## src/rtl/dram_bank_cmd_seq_if.sv

```systemverilog
// Request / refresh / command / completion bundle between the address generator,
// the bank command sequencer and the pad-drive stage.
interface dram_bank_cmd_seq_if;
    logic        req_vld;
    logic        req_rdy;
    logic        req_wr;
    logic        req_addr_err;
    logic        req_rank;
    logic [2:0]  req_bank;
    logic [14:0] req_ras;
    logic [13:0] req_cas;
    logic        ref_req;
    logic        ref_ack;
    logic        cmd_vld;
    logic [2:0]  cmd_type;
    logic        cmd_rank;
    logic [2:0]  cmd_bank;
    logic [14:0] cmd_addr;
    logic        done_vld;
    logic        done_err;

    modport master (
        output req_vld, req_wr, req_addr_err, req_rank, req_bank, req_ras, req_cas, ref_req,
        input  req_rdy, ref_ack, cmd_vld, cmd_type, cmd_rank, cmd_bank, cmd_addr, done_vld, done_err
    );

    modport slave (
        input  req_vld, req_wr, req_addr_err, req_rank, req_bank, req_ras, req_cas, ref_req,
        output req_rdy, ref_ack, cmd_vld, cmd_type, cmd_rank, cmd_bank, cmd_addr, done_vld, done_err
    );
endinterface

```

## src/rtl/dram_bank_cmd_seq.sv

```systemverilog
// Per-request DDR command sequencer: open-row tracking for 2 ranks x 8 banks,
// tRP/tRCD/tRFC spacing and PREA+REF refresh. Command outputs are registered one cycle ahead.
module dram_bank_cmd_seq #(
    parameter int T_RP  = 3,
    parameter int T_RCD = 3,
    parameter int T_RFC = 20
) (
    input  logic               clk,
    input  logic               rst,
    dram_bank_cmd_seq_if.slave bus
);
    localparam int T_MAX = (T_RFC > T_RP) ? ((T_RFC > T_RCD) ? T_RFC : T_RCD)
                                          : ((T_RP > T_RCD) ? T_RP : T_RCD);
    localparam int TW = $clog2(T_MAX + 1);
    localparam logic [TW-1:0] RP_LOAD  = TW'(T_RP - 1);
    localparam logic [TW-1:0] RCD_LOAD = TW'(T_RCD - 1);
    localparam logic [TW-1:0] RFC_LOAD = TW'(T_RFC - 1);
    localparam logic [TW-1:0] T_ZERO   = {TW{1'b0}};
    localparam logic [TW-1:0] T_ONE    = TW'(1);

    localparam logic [2:0] CMD_ACT  = 3'd1;
    localparam logic [2:0] CMD_RD   = 3'd2;
    localparam logic [2:0] CMD_WR   = 3'd3;
    localparam logic [2:0] CMD_PRE  = 3'd4;
    localparam logic [2:0] CMD_PREA = 3'd5;
    localparam logic [2:0] CMD_REF  = 3'd6;

    typedef enum logic [3:0] {
        IDLE = 4'd0, CHK = 4'd1, PRE = 4'd2, WAIT_RP = 4'd3, ACT = 4'd4, WAIT_RCD = 4'd5,
        COL = 4'd6, R_PREA = 4'd7, R_WAIT_RP = 4'd8, R_REF = 4'd9, R_WAIT_RFC = 4'd10
    } state_t;

    typedef enum logic [2:0] {
        W_NONE = 3'd0, W_RP = 3'd1, W_RCD = 3'd2, W_RRP = 3'd3, W_RFC = 3'd4
    } wait_t;

    function automatic logic [2:0] col_cmd(input logic wr);
        return wr ? CMD_WR : CMD_RD;
    endfunction

    state_t        state_r, state_s;
    wait_t         wait_s;
    logic [TW-1:0] timer_r, timer_s;
    logic [15:0]   valid_r;
    logic [14:0]   row_r [16];
    logic          wr_r, rank_r;
    logic [2:0]    bank_r;
    logic [14:0]   ras_r;
    logic [13:0]   cas_r;
    logic          cap_s, tbl_set_s, tbl_clr_s, tbl_clr_all_s;
    logic [3:0]    tbl_idx_s, req_idx_s;
    logic [14:0]   tbl_row_s;
    logic          cmd_vld_r, cmd_vld_s, cmd_rank_r, cmd_rank_s;
    logic [2:0]    cmd_type_r, cmd_type_s, cmd_bank_r, cmd_bank_s;
    logic [14:0]   cmd_addr_r, cmd_addr_s;
    logic          ref_ack_r, ref_ack_s, done_vld_r, done_vld_s, done_err_r, done_err_s;

    assign req_idx_s    = {bus.req_rank, bus.req_bank};
    assign bus.req_rdy  = (state_r == IDLE) && !bus.ref_req && !rst;
    assign bus.cmd_vld  = cmd_vld_r;
    assign bus.cmd_type = cmd_type_r;
    assign bus.cmd_rank = cmd_rank_r;
    assign bus.cmd_bank = cmd_bank_r;
    assign bus.cmd_addr = cmd_addr_r;
    assign bus.ref_ack  = ref_ack_r;
    assign bus.done_vld = done_vld_r;
    assign bus.done_err = done_err_r;

    // Next state plus the command/completion outputs of the cycle being entered.
    always_comb begin
        state_s       = state_r;
        timer_s       = timer_r;
        wait_s        = W_NONE;
        cmd_vld_s     = 1'b0;
        cmd_type_s    = cmd_type_r;
        cmd_rank_s    = cmd_rank_r;
        cmd_bank_s    = cmd_bank_r;
        cmd_addr_s    = cmd_addr_r;
        ref_ack_s     = 1'b0;
        done_vld_s    = 1'b0;
        done_err_s    = 1'b0;
        cap_s         = 1'b0;
        tbl_set_s     = 1'b0;
        tbl_clr_s     = 1'b0;
        tbl_clr_all_s = 1'b0;
        tbl_idx_s     = {rank_r, bank_r};
        tbl_row_s     = ras_r;
        case (state_r)
            IDLE: begin
                if (bus.ref_req) begin
                    cmd_vld_s  = 1'b1;
                    cmd_rank_s = 1'b0;
                    cmd_bank_s = 3'd0;
                    if (|valid_r) begin
                        state_s       = R_PREA;
                        timer_s       = RP_LOAD;
                        cmd_type_s    = CMD_PREA;
                        cmd_addr_s    = 15'h0400;
                        tbl_clr_all_s = 1'b1;
                    end else begin
                        state_s    = R_REF;
                        timer_s    = RFC_LOAD;
                        cmd_type_s = CMD_REF;
                        cmd_addr_s = 15'h0000;
                        ref_ack_s  = 1'b1;
                    end
                end else if (bus.req_vld) begin
                    cap_s     = 1'b1;
                    state_s   = CHK;
                    tbl_idx_s = req_idx_s;
                    tbl_row_s = bus.req_ras;
                    if (bus.req_addr_err) begin
                        done_vld_s = 1'b1;
                        done_err_s = 1'b1;
                    end else begin
                        cmd_vld_s  = 1'b1;
                        cmd_rank_s = bus.req_rank;
                        cmd_bank_s = bus.req_bank;
                        if (valid_r[req_idx_s] && (row_r[req_idx_s] == bus.req_ras)) begin
                            cmd_type_s = col_cmd(bus.req_wr);
                            cmd_addr_s = {1'b0, bus.req_cas};
                            done_vld_s = 1'b1;
                        end else if (valid_r[req_idx_s]) begin
                            cmd_type_s = CMD_PRE;
                            cmd_addr_s = 15'h0000;
                            tbl_clr_s  = 1'b1;
                            timer_s    = RP_LOAD;
                        end else begin
                            cmd_type_s = CMD_ACT;
                            cmd_addr_s = bus.req_ras;
                            tbl_set_s  = 1'b1;
                            timer_s    = RCD_LOAD;
                        end
                    end
                end else begin
                    state_s = IDLE;
                end
            end
            CHK: begin
                if (cmd_vld_r && (cmd_type_r == CMD_PRE)) begin
                    wait_s = W_RP;
                end else if (cmd_vld_r && (cmd_type_r == CMD_ACT)) begin
                    wait_s = W_RCD;
                end else begin
                    state_s = IDLE;
                end
            end
            WAIT_RP:               wait_s  = W_RP;
            ACT, WAIT_RCD:         wait_s  = W_RCD;
            COL:                   state_s = IDLE;
            R_PREA, R_WAIT_RP:     wait_s  = W_RRP;
            R_REF, R_WAIT_RFC:     wait_s  = W_RFC;
            default:               state_s = IDLE;
        endcase

        // Timer reaching zero releases the dependent command into the next cycle.
        case (wait_s)
            W_RP: begin
                if (timer_r == T_ZERO) begin
                    state_s    = ACT;
                    timer_s    = RCD_LOAD;
                    cmd_vld_s  = 1'b1;
                    cmd_type_s = CMD_ACT;
                    cmd_rank_s = rank_r;
                    cmd_bank_s = bank_r;
                    cmd_addr_s = ras_r;
                    tbl_set_s  = 1'b1;
                end else begin
                    state_s = WAIT_RP;
                    timer_s = timer_r - T_ONE;
                end
            end
            W_RCD: begin
                if (timer_r == T_ZERO) begin
                    state_s    = COL;
                    cmd_vld_s  = 1'b1;
                    cmd_type_s = col_cmd(wr_r);
                    cmd_rank_s = rank_r;
                    cmd_bank_s = bank_r;
                    cmd_addr_s = {1'b0, cas_r};
                    done_vld_s = 1'b1;
                end else begin
                    state_s = WAIT_RCD;
                    timer_s = timer_r - T_ONE;
                end
            end
            W_RRP: begin
                if (timer_r == T_ZERO) begin
                    state_s    = R_REF;
                    timer_s    = RFC_LOAD;
                    cmd_vld_s  = 1'b1;
                    cmd_type_s = CMD_REF;
                    cmd_rank_s = 1'b0;
                    cmd_bank_s = 3'd0;
                    cmd_addr_s = 15'h0000;
                    ref_ack_s  = 1'b1;
                end else begin
                    state_s = R_WAIT_RP;
                    timer_s = timer_r - T_ONE;
                end
            end
            W_RFC: begin
                if (timer_r == T_ZERO) begin
                    state_s = IDLE;
                end else begin
                    state_s = R_WAIT_RFC;
                    timer_s = timer_r - T_ONE;
                end
            end
            default: begin
            end
        endcase
    end

    // State, spacing timer and registered outputs.
    always_ff @(posedge clk or posedge rst) begin
        if (rst) begin
            state_r    <= IDLE;
            timer_r    <= T_ZERO;
            cmd_vld_r  <= 1'b0;
            cmd_type_r <= 3'd0;
            cmd_rank_r <= 1'b0;
            cmd_bank_r <= 3'd0;
            cmd_addr_r <= 15'h0000;
            ref_ack_r  <= 1'b0;
            done_vld_r <= 1'b0;
            done_err_r <= 1'b0;
        end else begin
            state_r    <= state_s;
            timer_r    <= timer_s;
            cmd_vld_r  <= cmd_vld_s;
            cmd_type_r <= cmd_type_s;
            cmd_rank_r <= cmd_rank_s;
            cmd_bank_r <= cmd_bank_s;
            cmd_addr_r <= cmd_addr_s;
            ref_ack_r  <= ref_ack_s;
            done_vld_r <= done_vld_s;
            done_err_r <= done_err_s;
        end
    end

    // Accepted request is held for the whole sequence.
    always_ff @(posedge clk or posedge rst) begin
        if (rst) begin
            wr_r   <= 1'b0;
            rank_r <= 1'b0;
            bank_r <= 3'd0;
            ras_r  <= 15'h0000;
            cas_r  <= 14'h0000;
        end else if (cap_s) begin
            wr_r   <= bus.req_wr;
            rank_r <= bus.req_rank;
            bank_r <= bus.req_bank;
            ras_r  <= bus.req_ras;
            cas_r  <= bus.req_cas;
        end
    end

    // Open-row table, updated on the edge that launches ACT/PRE/PREA.
    always_ff @(posedge clk or posedge rst) begin
        if (rst) begin
            valid_r <= 16'h0000;
            for (int i = 0; i < 16; i++) row_r[i] <= 15'h0000;
        end else if (tbl_clr_all_s) begin
            valid_r <= 16'h0000;
        end else if (tbl_clr_s) begin
            valid_r[tbl_idx_s] <= 1'b0;
        end else if (tbl_set_s) begin
            valid_r[tbl_idx_s] <= 1'b1;
            row_r[tbl_idx_s]   <= tbl_row_s;
        end
    end
endmodule

```

## src/flat_wrapper.sv

```systemverilog
// flat-port wrapper written by rule: the top's interface ports become plain ports
module dram_bank_cmd_seq_flat 
#(
    parameter int T_RP  = 3,
    parameter int T_RCD = 3,
    parameter int T_RFC = 20
)
  (clk, rst, bus_req_vld, bus_req_wr, bus_req_addr_err, bus_req_rank, bus_req_bank, bus_req_ras, bus_req_cas, bus_ref_req, bus_req_rdy, bus_ref_ack, bus_cmd_vld, bus_cmd_type, bus_cmd_rank, bus_cmd_bank, bus_cmd_addr, bus_done_vld, bus_done_err);
  dram_bank_cmd_seq_if bus_i ();
  input  logic clk;
  input  logic rst;
  input wire logic [$bits(bus_i.req_vld)-1:0] bus_req_vld;
  input wire logic [$bits(bus_i.req_wr)-1:0] bus_req_wr;
  input wire logic [$bits(bus_i.req_addr_err)-1:0] bus_req_addr_err;
  input wire logic [$bits(bus_i.req_rank)-1:0] bus_req_rank;
  input wire logic [$bits(bus_i.req_bank)-1:0] bus_req_bank;
  input wire logic [$bits(bus_i.req_ras)-1:0] bus_req_ras;
  input wire logic [$bits(bus_i.req_cas)-1:0] bus_req_cas;
  input wire logic [$bits(bus_i.ref_req)-1:0] bus_ref_req;
  output wire logic [$bits(bus_i.req_rdy)-1:0] bus_req_rdy;
  output wire logic [$bits(bus_i.ref_ack)-1:0] bus_ref_ack;
  output wire logic [$bits(bus_i.cmd_vld)-1:0] bus_cmd_vld;
  output wire logic [$bits(bus_i.cmd_type)-1:0] bus_cmd_type;
  output wire logic [$bits(bus_i.cmd_rank)-1:0] bus_cmd_rank;
  output wire logic [$bits(bus_i.cmd_bank)-1:0] bus_cmd_bank;
  output wire logic [$bits(bus_i.cmd_addr)-1:0] bus_cmd_addr;
  output wire logic [$bits(bus_i.done_vld)-1:0] bus_done_vld;
  output wire logic [$bits(bus_i.done_err)-1:0] bus_done_err;
  assign bus_i.req_vld = bus_req_vld;
  assign bus_i.req_wr = bus_req_wr;
  assign bus_i.req_addr_err = bus_req_addr_err;
  assign bus_i.req_rank = bus_req_rank;
  assign bus_i.req_bank = bus_req_bank;
  assign bus_i.req_ras = bus_req_ras;
  assign bus_i.req_cas = bus_req_cas;
  assign bus_i.ref_req = bus_ref_req;
  assign bus_req_rdy = bus_i.req_rdy;
  assign bus_ref_ack = bus_i.ref_ack;
  assign bus_cmd_vld = bus_i.cmd_vld;
  assign bus_cmd_type = bus_i.cmd_type;
  assign bus_cmd_rank = bus_i.cmd_rank;
  assign bus_cmd_bank = bus_i.cmd_bank;
  assign bus_cmd_addr = bus_i.cmd_addr;
  assign bus_done_vld = bus_i.done_vld;
  assign bus_done_err = bus_i.done_err;
  dram_bank_cmd_seq #(.T_RP(T_RP), .T_RCD(T_RCD), .T_RFC(T_RFC)) u_core (.clk(clk), .rst(rst), .bus(bus_i));
endmodule
```

## config.mk

```make
export PLATFORM = sky130hd
export DESIGN_NAME = dram_bank_cmd_seq_flat
export DESIGN_NICKNAME = d
export VERILOG_FILES = /design/src/rtl/dram_bank_cmd_seq_if.sv /design/src/rtl/dram_bank_cmd_seq.sv /design/src/flat_wrapper.sv
export SDC_FILE = /design/constraint.sdc
export NUM_CORES = 1
export LEC_CHECK = 0
export BUFFER_PORTS_ARGS = -buffer_cell sky130_fd_sc_hd__buf_2
export CAP_MARGIN = 15
export CORE_ASPECT_RATIO = 1.2
export CORE_MARGIN = 1.5
export CORE_UTILIZATION = 55
export DETAILED_ROUTE_END_ITERATION = 10
export GPL_TIMING_DRIVEN = 0
export PLACE_DENSITY = 0.82
export SETUP_SLACK_MARGIN = 0.15
export SYNTH_ARGS = -nofsm -noshare
export SYNTH_HDL_FRONTEND = slang
export SYNTH_SLANG_ARGS = --single-unit
```

## constraint.sdc

```tcl
create_clock -name clk -period 15 [get_ports clk]
set_clock_uncertainty 0.1 [all_clocks]
set_input_delay 3 -clock clk [delete_from_list [all_inputs] [get_ports clk]]
set_output_delay 3 -clock clk [all_outputs]
set_load 0.03 [all_outputs]
```

==> flow_summary.ini <==
[place]
dp_hpwl_um = 34600
place.port_buffers = 63
placed_area_um2 = 16000
place_inst = 1844
gpl.final_weighted_congestion = 1.01

[drt]
drt_pass1_iterations = 5
vias_per_cell = 6.87
route.vias.total = 13069
drt_iter0_drc = 1835
route.detailed.drc = 0
routed_len_inst_um = 27.5
antenna_left = 0
finalWirelength_um = 52300

[clock_tree]
tritoncts_clock_tree = done
clock_sinks = 325
postCtsHoldBufs = 0
clock_buffer_count_from_cts = 31
cts_post_setup_buffers_inserted = 0
post_cts_resized = 0
cts.reportedPaths.clkPinSlew_ns = 0.06
worst_skew_pair.late_latency_ns = 0.58
clockRootBuffer = sky130_fd_sc_hd__clkbuf_16
cts.path.max_buffers = 3
cts_max_level = 1

[floorplan]
pin_count = 66
dieArea_um2 = 28600
dieHeight_um = 185
design.core.area_um2 = 27100
floorplan.initialDensity_pct = 55.9
floorplan.rows = 66
dieWidth_um = 155

[sta]
rsz0062_at_grt = no
slew_headroom_pct = 18.1
fin_worst_hold_slack_ns = 0.378
worst_slew_pin_slew_ns = 1.19
hold_violations = 0
period_minus_slack_ns = 6.97
total_of_endpoints_with_negative_setup_slack_in_the_final_report = 0
max_freq_mhz = 144
final.setup.tns_ns = 0
timing.final.crit_share_pct = 46.5
final-max-slew-violation-count = 0

[pwr]
switching_share_pct = 37.3
power_frac_comb_pct = 31.3
share_seq_of_total_power_pct = 41.8
power.share.clock_pct = 27.0
p_switching_mw = 1.13
leakage_power_nw = 7.91
power.ir.vdd_worst_v = 0.0000811
power_report.internal_total_mw = 1.91
power.density_cell_area_nw_per_um2 = 179

[worst_hold_path]
worstHoldPathType = register to register
timing.hold.worst_path_depth = 2
holdPathEnd = u_core.row_r[175]
holdCritStartpoint = u_core.row_r[175]

[yosys]
ys_dominant_reg_cell = sky130_fd_sc_hd__dfrtp_1
synth.yosys.seq_area_share_pct = 53.7
synthesis.nets = 1477
number_of_synthesized_flops_with_an_enable_pin = 0
flip_flop_and_latch_count_after_synthesis = 325
asyncSetResetFlopFracSynth_pct = 100
netlist-cell-type-count = 66
ys.warnings.count = 0
synth_cells = 1437
post_synth.cell_area_avg_um2 = 10.5
synth_area_um2 = 15200

[critical_path]
crit_path_end_kind = register
reg2regPathDepth = 10
crit_path_max_fanout = 10
rr_endpoint = u_core.row_r[136]
reg2reg_from = u_core.state_r[2]
worst-setup-path-type = input pin to register
worst-r2r-setup-slack_ns = 10.52
worst_endpoint_required_time_ns = 15.34
cp.arrival_ns = 7.31
setup.worst_path.start_class = input pin

[finish]
layout.cells.most_common = sky130_fd_sc_hd__dfrtp_1
layout.cells.most_common_list = sky130_fd_sc_hd__dfrtp_1 (325), sky130_fd_sc_hd__nand2_1 (183), sky130_fd_sc_hd__o21ai_0 (171), sky130_fd_sc_hd__a21oi_1 (139), sky130_fd_sc_hd__nor2_1 (130)
finalNetCount = 1578
area_growth_pct = 12.4
post-route-util_pct = 62.9
layout-drive-gt1-share_pct = 16.4
fill_cell_total_of_the_finished_layout = 2120
finalNonFillerCells = 1901
layout.cell_area.non_filler_um2 = 17000

[grt]
grt_start_max_net_pins = 137
globalRouteTotalUtil_pct = 37.4
global_route_wire_length_before_repair_um = 78200
grt.overflow.total = 0
initial_antenna_violation_count = 0
grt_pass1_vias = 13226

[run]
max_cap_violations = 0

[status]
outcome = completed
## stage by stage
stage | worst slack (ns) | power (mW)
after floorplan | 2.90 | 1.86
after global placement | -0.226 | 2.13
after detailed placement | 7.83 | 2.18
after CTS | 8.20 | 2.99
after global routing | 7.94 | 3.16
final | 8.03 | 3.04
## Yosys cell counts, types with 4 or more instances
library cell	number	area, µm²
sky130_fd_sc_hd__nand2_1	183	687
sky130_fd_sc_hd__dfrtp_1	325	8130
sky130_fd_sc_hd__and3_1	4	25.0
sky130_fd_sc_hd__a22o_1	8	70.1
sky130_fd_sc_hd__or2_2	6	37.5
sky130_fd_sc_hd__mux2_2	19	214
sky130_fd_sc_hd__nand2b_1	9	56.3
sky130_fd_sc_hd__nand3_1	13	65.1
sky130_fd_sc_hd__o31ai_1	9	67.6
sky130_fd_sc_hd__xor2_1	12	105
sky130_fd_sc_hd__a21o_1	6	45.0
sky130_fd_sc_hd__a221oi_1	7	61.3
sky130_fd_sc_hd__xnor2_1	9	78.8
sky130_fd_sc_hd__buf_2	32	160
sky130_fd_sc_hd__nor2_1	130	488
sky130_fd_sc_hd__and2_0	6	37.5
sky130_fd_sc_hd__nor2b_1	8	50.1
sky130_fd_sc_hd__a31oi_1	18	113
sky130_fd_sc_hd__a22oi_1	28	210
sky130_fd_sc_hd__o21ai_0	171	856
sky130_fd_sc_hd__a211oi_1	5	37.5
sky130_fd_sc_hd__and2_1	6	37.5
sky130_fd_sc_hd__mux2i_1	58	581
sky130_fd_sc_hd__nor3_1	6	30.0
sky130_fd_sc_hd__a21oi_1	139	696
sky130_fd_sc_hd__o211ai_1	5	37.5
sky130_fd_sc_hd__buf_4	6	45.0
sky130_fd_sc_hd__inv_1	28	105
sky130_fd_sc_hd__nor4_1	10	62.6
sky130_fd_sc_hd__mux4_2	55	1240
sky130_fd_sc_hd__clkbuf_1	65	244
## metal layers
metal  GRT usage, %  part of all wire, %
met4           29.5                  9.1
met3           10.5                   12
met1           44.1                   34
met2           58.0                   45
met5              0                    0
## logic make-up (layout without fill, tap and decap cells)
kind of cell	after synthesis	in the layout	share of synthesized area [%]
simple gates	396	396	11.4
xor+xnor	21	21	1.21
mux	133	133	13.6
other cells	0	1	0
flops	325	325	53.7
fa+ha+maj	2	2	0.149
compound gates	421	421	16.0
buf+inv	139	262	4.01
## power by group through the flow
stage                     sequential (mW)  combinational (mW)  clock (mW)
after global placement               1.26               0.874           0
after floorplan                      1.27               0.594           0
final                                1.27               0.951       0.820
after global routing                 1.29                1.02       0.855
after CTS                            1.26               0.921       0.816
after detailed placement             1.27               0.913           0
## cell type report
| type | instances | area (µm²) | area share (%) |
|---|---|---|---|
| plain buffers | 109 | 494 | 2.90 |
| multi-input cells | 973 | 6420 | 37.7 |
| repair buffers | 68 | 390 | 2.29 |
| clock buffers | 40 | 850 | 4.99 |
| diodes | 1 | 2.50 | 0.0147 |
| inverters | 30 | 120 | 0.705 |
| clock inverters | 15 | 200 | 1.18 |
| flip-flops and latches | 325 | 8130 | 47.7 |
| well taps | 340 | 425 | 2.50 |
## worst max-delay path, stage by stage
cell                       delay [ns]
sky130_fd_sc_hd__buf_2           0.10
sky130_fd_sc_hd__buf_4           0.20
sky130_fd_sc_hd__buf_2           0.43
sky130_fd_sc_hd__buf_1           0.93
sky130_fd_sc_hd__mux2i_1         0.67
sky130_fd_sc_hd__xnor2_1         0.16
sky130_fd_sc_hd__nor4_1          0.44
sky130_fd_sc_hd__a41oi_1         0.19
sky130_fd_sc_hd__nor4b_4         0.52
sky130_fd_sc_hd__buf_6           0.23
sky130_fd_sc_hd__nand2_1         0.06
sky130_fd_sc_hd__a221oi_1        0.34
## registers in the layout, summed over array words and instances, names as in the netlist
signal and flops:
u_core.row_r 240, u_core.valid_r 16, u_core.bus.cmd_addr 15, u_core.ras_r 15
u_core.cas_r 14, u_core.timer_r 5, u_core.state_r 4, u_core.bank_r 3
u_core.bus.cmd_bank 3, u_core.bus.cmd_type 3, u_core.bus.cmd_rank 1, u_core.bus.cmd_vld 1
u_core.bus.done_err 1, u_core.bus.done_vld 1, u_core.bus.ref_ack 1, u_core.rank_r 1
u_core.wr_r 1
## worst max path at each step
| stage | start | to |
|---|---|---|
| floorplan | rst | u_core.bank_r[0] |
| global placement | rst | u_core.row_r[192] |
| detailed placement | bus_req_bank[1] | u_core.valid_r[8] |
| CTS | bus_ref_req | bus_req_rdy |
| global route | bus_req_bank[1] | u_core.valid_r[8] |
| finish | bus_req_bank[1] | u_core.bus.cmd_type[0] |
No activity file was read; power rests on OpenSTA's default activity.
